`src/rtl/booth_mac_accumulator.sv`:
```
// booth_mac_accumulator: accumulates signed booth products into saturating dot-product results on a valid/ready port
module booth_mac_accumulator #(
  parameter int N = 8,
  parameter int ACC_W = 24,
  parameter bit SAT = 1
) (
  input  logic             clk,
  input  logic             rst,
  input  logic             in_valid,
  output logic             in_ready,
  input  logic [2*N-1:0]   in_prod,
  input  logic             in_first,
  input  logic             in_last,
  output logic             out_valid,
  input  logic             out_ready,
  output logic [ACC_W-1:0] out_acc,
  output logic             out_ovf,
  output logic [15:0]      out_terms
);
  typedef enum logic {IDLE, ACCUM} state_t;
  state_t state, state_nxt;
  logic [ACC_W-1:0] acc, prod_x, acc_upd, sat_val;
  logic [ACC_W:0] sum;
  logic [15:0] terms, terms_upd;
  logic ovf, ovf_upd, of, beat, restart;
  assign in_ready = !rst && (!out_valid || out_ready);
  assign beat = in_valid && in_ready;
  assign restart = state == IDLE || in_first;
  assign prod_x = ACC_W'($signed(in_prod));
  assign sum = {acc[ACC_W-1], acc} + {prod_x[ACC_W-1], prod_x};
  assign of = sum[ACC_W] != sum[ACC_W-1];
  assign sat_val = sum[ACC_W] ? {1'b1, {(ACC_W-1){1'b0}}} : {1'b0, {(ACC_W-1){1'b1}}};
  assign acc_upd = restart ? prod_x : (SAT && of) ? sat_val : sum[ACC_W-1:0];
  assign ovf_upd = restart ? 1'b0 : ovf || of;
  assign terms_upd = restart ? 16'd1 : terms + 16'(terms != 16'hFFFF);
  always_comb begin
    state_nxt = state;
    if (beat) state_nxt = in_last ? IDLE : ACCUM;
  end
  always_ff @(posedge clk) begin
    if (rst) begin
      state <= IDLE;
      acc <= '0;
      ovf <= 1'b0;
      terms <= '0;
      out_valid <= 1'b0;
      out_acc <= '0;
      out_ovf <= 1'b0;
      out_terms <= '0;
    end else begin
      state <= state_nxt;
      if (beat) begin
        acc <= in_last ? '0 : acc_upd;
        ovf <= in_last ? 1'b0 : ovf_upd;
        terms <= in_last ? '0 : terms_upd;
      end
      if (beat && in_last) begin
        out_valid <= 1'b1;
        out_acc <= acc_upd;
        out_ovf <= ovf_upd;
        out_terms <= terms_upd;
      end else if (out_ready) begin
        out_valid <= 1'b0;
      end
    end
  end
endmodule
```
`config.mk`:
```
export PLATFORM = sky130hd
export DESIGN_NAME = booth_mac_accumulator
export DESIGN_NICKNAME = d
export VERILOG_FILES = /design/src/rtl/booth_mac_accumulator.sv
export SDC_FILE = /design/constraint.sdc
export NUM_CORES = 1
export LEC_CHECK = 0
export CORE_AREA = 2 2 123 125
export CTS_CLUSTER_DIAMETER = 30
export DETAILED_ROUTE_END_ITERATION = 6
export DIE_AREA = 0 0 125 127
export GPL_TIMING_DRIVEN = 1
export SYNTH_ARGS = -nofsm -noshare
export SYNTH_HDL_FRONTEND = slang
export SYNTH_SLANG_ARGS = --single-unit
```
`constraint.sdc`:
```
create_clock -name clk -period 8 [get_ports clk]
set_input_delay 1.6 -clock clk [delete_from_list [all_inputs] [get_ports clk]]
set_output_delay 1.6 -clock clk [all_outputs]
set_load 0.02 [all_outputs]
```
==> out/results.tsv, run 1 <==
metric	value	unit
dr.first_iter.drc_count	369	
via_per_inst	5.75	
syn-num-nets	659	
stdcell_count	837	
path_clk_slew	0.06	ns
drcViolationCount	0	
cap_violations	0	
cp.arrival	5.21	ns
cts_resized	0	
synth_top_area_share	33.9	%
postRouteAntennaNets	0	
p_comb_share	20.0	%
fp.coreArea	14400	um^2
gp_congestion	0.904	
setup_tns	0	ns
root_buffer	clkbuf_16	
drive_gt1_share	5.82	%
netlist.top_cell.by_area	dfxtp_1	
dieHeight	127	um
sw_frac_of_total	28.8	%
r2r_slack	4.53	ns
synth_cells	610	
hold_violations	0	
areaGrowthSynthToFinish	21.3	%
grt_usage	17.8	%
ys_types	64	
die_w	125	um
num-nets-final	698	
clockPowerShare	39.8	%
synthFlopType	dfxtp_1	
holdWs	0.452	ns
clock_skew	0.00678	ns
path_buf_inv	1	
htree_levels	3	
min_period	4.97	ns
worstReg2RegStart	acc[0]$_SDFFE_PP0P_	
p_seq_share	40.2	%
powerDensity	185	nW/um^2
vdd_drop_max	0.000123	V
hold_class	reg -> reg	
final_cell_mix	dfxtp_1 (84), a21oi_1 (68), clkdlybuf4s50_1 (64)	
pin_count	65	
cp-endpoint	acc[20]$_SDFFE_PP0P_	
cts_sinks	84	
slew_headroom	29.2	%
numPortBuffers	64	
first_pass_iters	6	
hold_buffers	0	
cts_buffers	9	
grt_pass1_vias	4545	
status	completed	
synth_seq_area_share	33.9	%
rsz0062_at_grt	no	
syn_area	4960	um^2
async_reset_ff_share	0	%
cp_slowest_cell	clkdlybuf4s50_1	
fill_cells	1438	
syn_area_per_cell	8.13	um^2
max_freq	0.201	GHz
die_area	15900	um^2
worstSetupPathDepth	10	
ff2ff_path_depth	10	
power.internal	790	uW
final_core_util	41.7	%
drv_slew	0	
grt_pass1_wl	23200	um
cpPeakStageDelay	0.67	ns
hpwl	9920	um
criticalPathCategory	in -> reg	
dp.cells	822	
cp.required	8.24	ns
worstPathCellList	clkdlybuf4s50_1, ha_1, a21oi_1, nand2_1, o211ai_1, nand2_1, or2_2, a211o_1, o21bai_1, a221o_1	
critPathLaunch	in_prod[15]	
clock_latency	0.36	ns
antenna_found_initial	0	
r2r_end	acc[2]$_SDFFE_PP0P_	
path_common_cell	nand2_1	
row_count	44	
diodes	0	
critPathMaxFanout	18	
cts_tree	built	
tightest_slew	1.06	ns
cpLargestDelayFamily	compound AO/OA/AOI/OAI gates	
synth-seq-cells	84	
initial_utilization	34.4	%
leakagePower	0.00233	uW
layout_commonest_cell	dfxtp_1	
switching_power	320	uW
cts_setup_buffers	0	
cts_buffer_depth	2	
post_drt_wl_per_cell	16.9	um
finalCritPeriodShare	62.1	%
grt_overflow	0	
routed_wl	14200	um
start_kind	input pin	
via_count	4810	
yosys_warnings	0	
cp-end-kind	flip-flop	
grt_max_degree	50	
synth_edf_count	0	
setup_viol	0	
synth_area_leaders	dfxtp_1 (34%), a21oi_1 (6.9%), ha_1 (6.6%), nand3_1 (5.2%), nor2_1 (3.2%)	
-- flip-flops by register name, indices dropped and copies added (netlist names) --
name,cells
out_valid,1
terms,16
out_terms,16
state,1
acc,24
out_acc,24
ovf,1
out_ovf,1
-- cells in the mapped netlist (2+ instances only) --
library cell	count
dfxtp_1	84
a21oi_1	68
nand3_1	52
nor2_1	42
nand2_1	39
clkbuf_1	36
o21ai_0	27
ha_1	26
nor3_1	23
xor2_1	16
o31ai_1	15
xnor2_1	14
a32oi_1	12
nand2b_1	11
o21ai_1	11
and3_1	10
o211ai_1	10
a31oi_1	9
a21o_1	7
a22oi_1	7
or3_1	7
nand4_1	6
nor2b_1	6
a211o_1	5
a211oi_1	4
a221o_1	4
inv_1	4
o21a_1	4
and2_1	3
buf_2	3
mux2i_1	3
o211a_1	3
a31o_2	2
nor4_1	2
o211ai_2	2
o21bai_1	2
o311ai_0	2
or2_2	2
or4_1	2
-- worst reg2reg max path, delay by kind of cell (launching register included) --
kind | cells | cell delay [ns]
adder cells (fa/ha/maj) | 2 | 0.45
AO/OA/AOI/OAI | 5 | 1.06
AND/OR/NAND/NOR | 2 | 1.00
multiplexers | 1 | 0.54
flip-flops | 1 | 0.33
-- layer usage --
layer	share of wire (%)	global-route usage, %	vias to the layer above
met5	0	0	-
met4	2.1	7.91	0
met3	4.5	2.64	19
met2	46	28.5	149
met1	47	23.9	2279
li1	-	-	2363
-- worst min path at each step --
stage	cells after the start	slack, ns	from	to
final	2	0.45	out_terms[1]$_SDFFE_PP0P_	out_terms[1]$_SDFFE_PP0P_
after global routing	2	0.49	out_terms[6]$_SDFFE_PP0P_	out_terms[6]$_SDFFE_PP0P_
after CTS	2	0.46	out_terms[1]$_SDFFE_PP0P_	out_terms[1]$_SDFFE_PP0P_
after detailed placement	2	0.45	out_terms[1]$_SDFFE_PP0P_	out_terms[1]$_SDFFE_PP0P_
after global placement	2	0.44	out_terms[1]$_SDFFE_PP0P_	out_terms[1]$_SDFFE_PP0P_
after floorplan	2	0.43	acc[23]$_SDFFE_PP0P_	acc[23]$_SDFFE_PP0P_
-- power by group through the flow --
stage | Clock [uW] | Combinational [uW] | Sequential, uW
CTS | 452 | 219 | 447
finish | 442 | 222 | 447
global placement | 0 | 215 | 456
detailed placement | 0 | 218 | 456
global route | 468 | 241 | 449
floorplan | 0 | 138 | 465
-- area by class of cell --
cell class                 instances  area [um^2]  area share (%)
sequential                        84         1680            27.9
clock inverter                     3         43.8           0.728
clock buffer                      12          267            4.43
multi-input combinational        479         3090            51.4
timing repair buffer              70          686            11.4
tap                              184          230            3.83
inverter                           5         18.8           0.312
-- kinds of logic (layout without fill, tap and decap cells) --
family	Yosys count	in the layout	synth area share, %
simple gates	209	209	20.6
fa+ha+maj	27	27	6.96
compound gates	207	207	27.7
xor+xnor	30	30	5.30
buf+inv	47	90	3.86
flops	84	84	33.9
mux	6	6	1.59
-- metrics by stage --
stage	setup WS [ns]	power [uW]	cell area, um^2
6_report	3.03	1110	6020
5_1_grt	2.80	1160	6020
4_1_cts	3.06	1120	6020
3_5_place_dp	2.69	674	5710
3_3_place_gp	2.79	671	5710
2_1_floorplan	3.72	603	4960
Note: power is estimated with default switching activity, not from simulation.
==> run 2: changes to the inputs <==
Clock period 8 ns to 4.32 ns, I/O delays scaled along.
==> run 2 against run 1 <==
Against the previous run: non-clock buffer count rose by 17; sequential share of layout area fell by 0.60 points; design area rose by 2.2%; critical path type unchanged; clock-buffer cell count fell by 1; register-to-register slack got worse by 3.4 ns; power rose by 83%; cell count rose by 2.2%; critical path depth rose by 2; utilization rose by 0.92 points; largest power group unchanged.
==> out/results.tsv, run 2 (synthesis results as in run 1) <==
metric	value	unit	change
diodes	0		unchanged
largestRegisters	acc x24, out_acc x24		
grt_usage	18.2	%	+0.43 points
cts_buffer_depth	2		unchanged
rsz0062_at_grt	no		
regArea	1680	um^2	unchanged
drv_slew	0		unchanged
fill_cells	1481		+3.0%
drive_gt1_share	7.90	%	+2.1 points
cp.required	4.52	ns	-3.72 ns
final_core_util	42.6	%	+0.92 points
fp.coreArea	14400	um^2	unchanged
antenna_found_initial	0		unchanged
cts_resized	0		unchanged
cts_buffers	9		unchanged
grt_max_degree	35		-30%
drcViolationCount	0		unchanged
root_buffer	clkbuf_16		
routed_wl	14200	um	+0.54%
initial_utilization	34.4	%	unchanged
clock_skew	0.00998	ns	+0.00321 ns
status	completed		
hold_class	reg -> reg		
setup_tns	0	ns	unchanged
areaGrowthSynthToFinish	24.0	%	
die_area	15900	um^2	unchanged
path_clk_slew	0.06	ns	about the same
pin_count	65		unchanged
cp.arrival	4.12	ns	-1.09 ns
post_drt_wl_per_cell	16.7	um	-1.6%
multi_input_area	3090	um^2	about the same
critPathMaxFanout	7		-11
via_per_inst	5.65		-1.6%
powerDensity	330	nW/um^2	+79%
cap_violations	0		unchanged
min_period	3.93	ns	
row_count	44		unchanged
postRouteAntennaNets	0		unchanged
hpwl	10400	um	+4.9%
numPortBuffers	64		unchanged
finalCritPeriodShare	90.9	%	
slew_headroom	43.4	%	+14 points
hold_buffers	0		unchanged
cts_tree	built		
die_w	125	um	unchanged
cp-end-kind	flip-flop		
layout_commonest_cell	dfxtp_1		
dieHeight	127	um	unchanged
leakagePower	0.00240	uW	+3.2%
clock_latency	0.35	ns	about the same
gp_congestion	0.886		-2.0%
cts_sinks	84		unchanged
via_count	4835		+0.52%
grt_pass1_wl	23500	um	+1.7%
first_pass_iters	5		-1
grt_pass1_vias	4658		+2.5%
num-nets-final	715		+2.4%
cts_setup_buffers	0		unchanged
hold_violations	0		unchanged
criticalPathCategory	in -> reg		
tightest_slew	0.846	ns	-0.214 ns
start_kind	input pin		
dr.first_iter.drc_count	355		-3.8%
final_cell_mix	dfxtp_1 (84), a21oi_1 (68), clkdlybuf4s50_1 (64)		
max_freq	0.255	GHz	
vdd_drop_max	0.000180	V	+46%
grt_overflow	0		unchanged
setup_viol	0		unchanged
htree_levels	3		unchanged
-- run 2: metrics by stage --
| step | hold WS (ns) | instances | total power, uW | setup WS (ns) | instance area (um^2) |
|---|---|---|---|---|---|
| 2_1_floorplan | 0.429 | 610 | 1120 | 0.776 | 4960 |
| 3_3_place_gp | 0.445 | 839 | 1260 | 0.153 | 5860 |
| 3_5_place_dp | 0.450 | 839 | 1270 | 0.0776 | 5860 |
| 4_1_cts | 0.458 | 855 | 2050 | 0.422 | 6150 |
| 5_1_grt | 0.496 | 855 | 2130 | 0.224 | 6150 |
| 6_report | 0.452 | 855 | 2030 | 0.394 | 6150 |
-- run 2: routing by layer --
metal	part of all wire, %	track usage, %	up-vias
li1	-	-	2399
met1	45	23.2	2291
met2	48	30.5	128
met3	5.1	4.73	17
met4	1.6	5.62	0
met5	0	0	-
-- run 2: path summary, 6_finish.rpt --
kind	startpoint	to	slack [ns]	cells after the start
worst max-delay path	in_prod[0]	acc[14]$_SDFFE_PP0P_	0.39	12
worst min-delay path	out_terms[1]$_SDFFE_PP0P_	out_terms[1]$_SDFFE_PP0P_	0.45	2
worst max register to register	acc[0]$_SDFFE_PP0P_	acc[14]$_SDFFE_PP0P_	1.10	11
worst min register to register	out_terms[1]$_SDFFE_PP0P_	out_terms[1]$_SDFFE_PP0P_	0.45	2
-- run 2: layout make-up --
class	instances	area share (%)
clock buffers	11	3.78
clock inverters	5	0.976
well taps	184	3.74
multi-input cells	479	50.2
repair buffers	87	13.6
flip-flops and latches	84	27.3
inverters	5	0.305
-- run 2: power breakdown --
group          internal (uW)  switching (uW)  leakage (uW)
Clock                    450             324      0.000140
Sequential               808            20.4      0.000684
Combinational            181             248       0.00158
-- run 2: worst max-delay path, cell delays in order --
cell	delay (ns)
clkdlybuf4s50_1	0.45
ha_1	0.26
fa_1	0.39
a211o_1	0.29
a211oi_2	0.26
or4_4	0.19
a211oi_4	0.08
or2_2	0.31
a211o_1	0.40
buf_4	0.21
o21ai_0	0.26
o21ai_0	0.13
==> run 3: changes to the inputs <==
Settings changed: CORE_AREA 2 2 123 125 to 2 2 137 112, DIE_AREA 0 0 125 127 to 0 0 139 114.
==> run 3 against run 2 <==
Against the previous run: design area down 1.0%; first-iteration DRC count down 3.4%; sequential share of layout area up 0.28 points; hold slack better by 0.0088 ns; sequential power about the same; fmax down 0.91%; clock power down 8.0%; critical path depth down 1; power down 3.2%; register-to-register slack worse by 0.04 ns; clock skew up 0.0037 ns; largest cell class unchanged; clock-buffer cell count up 3; largest power group unchanged.
==> out/results.tsv, run 3 (synthesis results as in run 1) <==
metric	value	unit	change
numPortBuffers	64		unchanged
dieHeight	114	um	-10%
path_common_cell	a211o_1		
cp.required	4.57	ns	+0.05 ns
hold_buffers	0		unchanged
clock_latency	0.35	ns	about the same
final_cell_mix	dfxtp_1 (84), a21oi_1 (68), clkdlybuf4s50_1 (64)		
hpwl	11000	um	+5.4%
grt_pass1_wl	24600	um	+4.4%
criticalPathCategory	in -> reg		
cp_slowest_cell	a211o_1		
grt_pass1_vias	4770		+2.4%
cp.arrival	4.21	ns	+0.09 ns
dp_slack	0.00902	ns	-0.0686 ns
cts_sinks	84		unchanged
root_buffer	clkbuf_16		
start_kind	input pin		
powerDensity	323	nW/um^2	-2.2%
diodes	0		unchanged
dr.first_iter.drc_count	343		-3.4%
layout_commonest_cell	dfxtp_1		
num-nets-final	713		-0.28%
leakagePower	0.00238	uW	-1.1%
power	1970	uW	-3.2%
antenna_found_initial	0		unchanged
via_count	4924		+1.8%
row_count	40		-9.1%
finalCritPeriodShare	91.7	%	+0.83 points
areaGrowthSynthToFinish	22.8	%	
die_area	15800	um^2	-0.18%
dp.cells	842		+0.36%
routed_wl	15100	um	+5.8%
critPathMaxFanout	13		+6
vdd_drop_max	0.000193	V	+6.9%
worstPathCellList	clkdlybuf4s50_1, ha_1, fa_1, a211o_1, a211oi_2, or4_4, a211oi_4, or2_2, a211o_1, o21bai_1, a221o_1		
setup_viol	0		unchanged
min_period	3.96	ns	+0.0359 ns
hold_violations	0		unchanged
cap_violations	0		unchanged
die_w	139	um	+11%
multi_input_area	3090	um^2	unchanged
slew_headroom	53.8	%	+10 points
via_per_inst	5.74		+1.5%
status	completed		
tightest_slew	0.693	ns	-0.153 ns
cts_tree	built		
first_pass_iters	5		unchanged
fill_cells	1454		-1.8%
post_drt_wl_per_cell	17.6	um	+5.5%
cp-end-kind	flip-flop		
path_clk_slew	0.07	ns	about the same
drcViolationCount	0		unchanged
cts_buffer_depth	2		unchanged
fp.coreArea	14600	um^2	+1.3%
cts_buffers	9		unchanged
cpPeakStageDelay	0.47	ns	+0.02 ns
drv_slew	0		unchanged
postRouteAntennaNets	0		unchanged
hold_class	reg -> reg		
max_freq	0.252	GHz	-0.91%
design_area	6090	um^2	-1.0%
grt_usage	19.3	%	+1.1 points
largestRegisters	acc x24, out_acc x24		
clock_skew	0.0136	ns	+0.00366 ns
cts_resized	0		unchanged
setup_tns	0	ns	unchanged
setup_slack	0.358	ns	-0.0359 ns
pin_count	65		unchanged
rsz0062_at_grt	no		
gp_congestion	0.887		about the same
grt_overflow	0		unchanged
grt_max_degree	41		+17%
htree_levels	3		unchanged
cts_setup_buffers	0		unchanged
regArea	1680	um^2	unchanged
initial_utilization	33.9	%	-0.45 points
placed_cell_area	5820	um^2	-0.58%
stdcell_count	858		+0.35%
drive_gt1_share	7.32	%	-0.57 points
run 3: layout make-up:
| class | count | area share [%] |
|---|---|---|
| clock buffer | 14 | 4.17 |
| tap | 189 | 3.88 |
| inverter | 5 | 0.308 |
| multi-input combinational | 479 | 50.7 |
| sequential | 84 | 27.6 |
| timing repair buffer | 85 | 13.1 |
| clock inverter | 2 | 0.164 |
run 3: worst paths after layout:
path                                                start                         to  slack, ns  depth (start not counted)
worst max-delay path                           in_prod[0]       acc[20]$_SDFFE_PP0P_       0.36                         11
worst min-delay path            out_terms[1]$_SDFFE_PP0P_  out_terms[1]$_SDFFE_PP0P_       0.46                          2
worst max register to register        acc[0]$_SDFFE_PP0P_       acc[20]$_SDFFE_PP0P_       1.06                         10
worst min register to register  out_terms[1]$_SDFFE_PP0P_  out_terms[1]$_SDFFE_PP0P_       0.46                          2
run 3: per-layer routing:
metal  vias to the layer above  track usage, %  routed length (um)
met4                         0            4.51                 165
li1                       2381               -                   -
met1                      2363            26.7                7250
met2                       167            30.2                6580
met3                        13            5.21                1080
met5                         -               0                   0
run 3: critical path, delay by kind of cell:
family                     cells  cell delay (ns)
AOI/OAI and AO/OA              6             1.71
adders and majority gates      2             0.67
and+or+nand+nor                2             0.52
buffers and inverters          1             0.45
run 3: power by group:
group | switching, uW | total (uW) | internal (uW)
Combinational | 251 | 426 | 175
Clock | 308 | 713 | 404
Sequential | 20.7 | 829 | 808
run 3: through the flow:
step                util (%)  hold WS (ns)
floorplan                  -         0.429
global placement        39.9         0.449
detailed placement      39.9         0.452
CTS                     41.7         0.464
global route            41.7         0.476
finish                  41.7         0.460
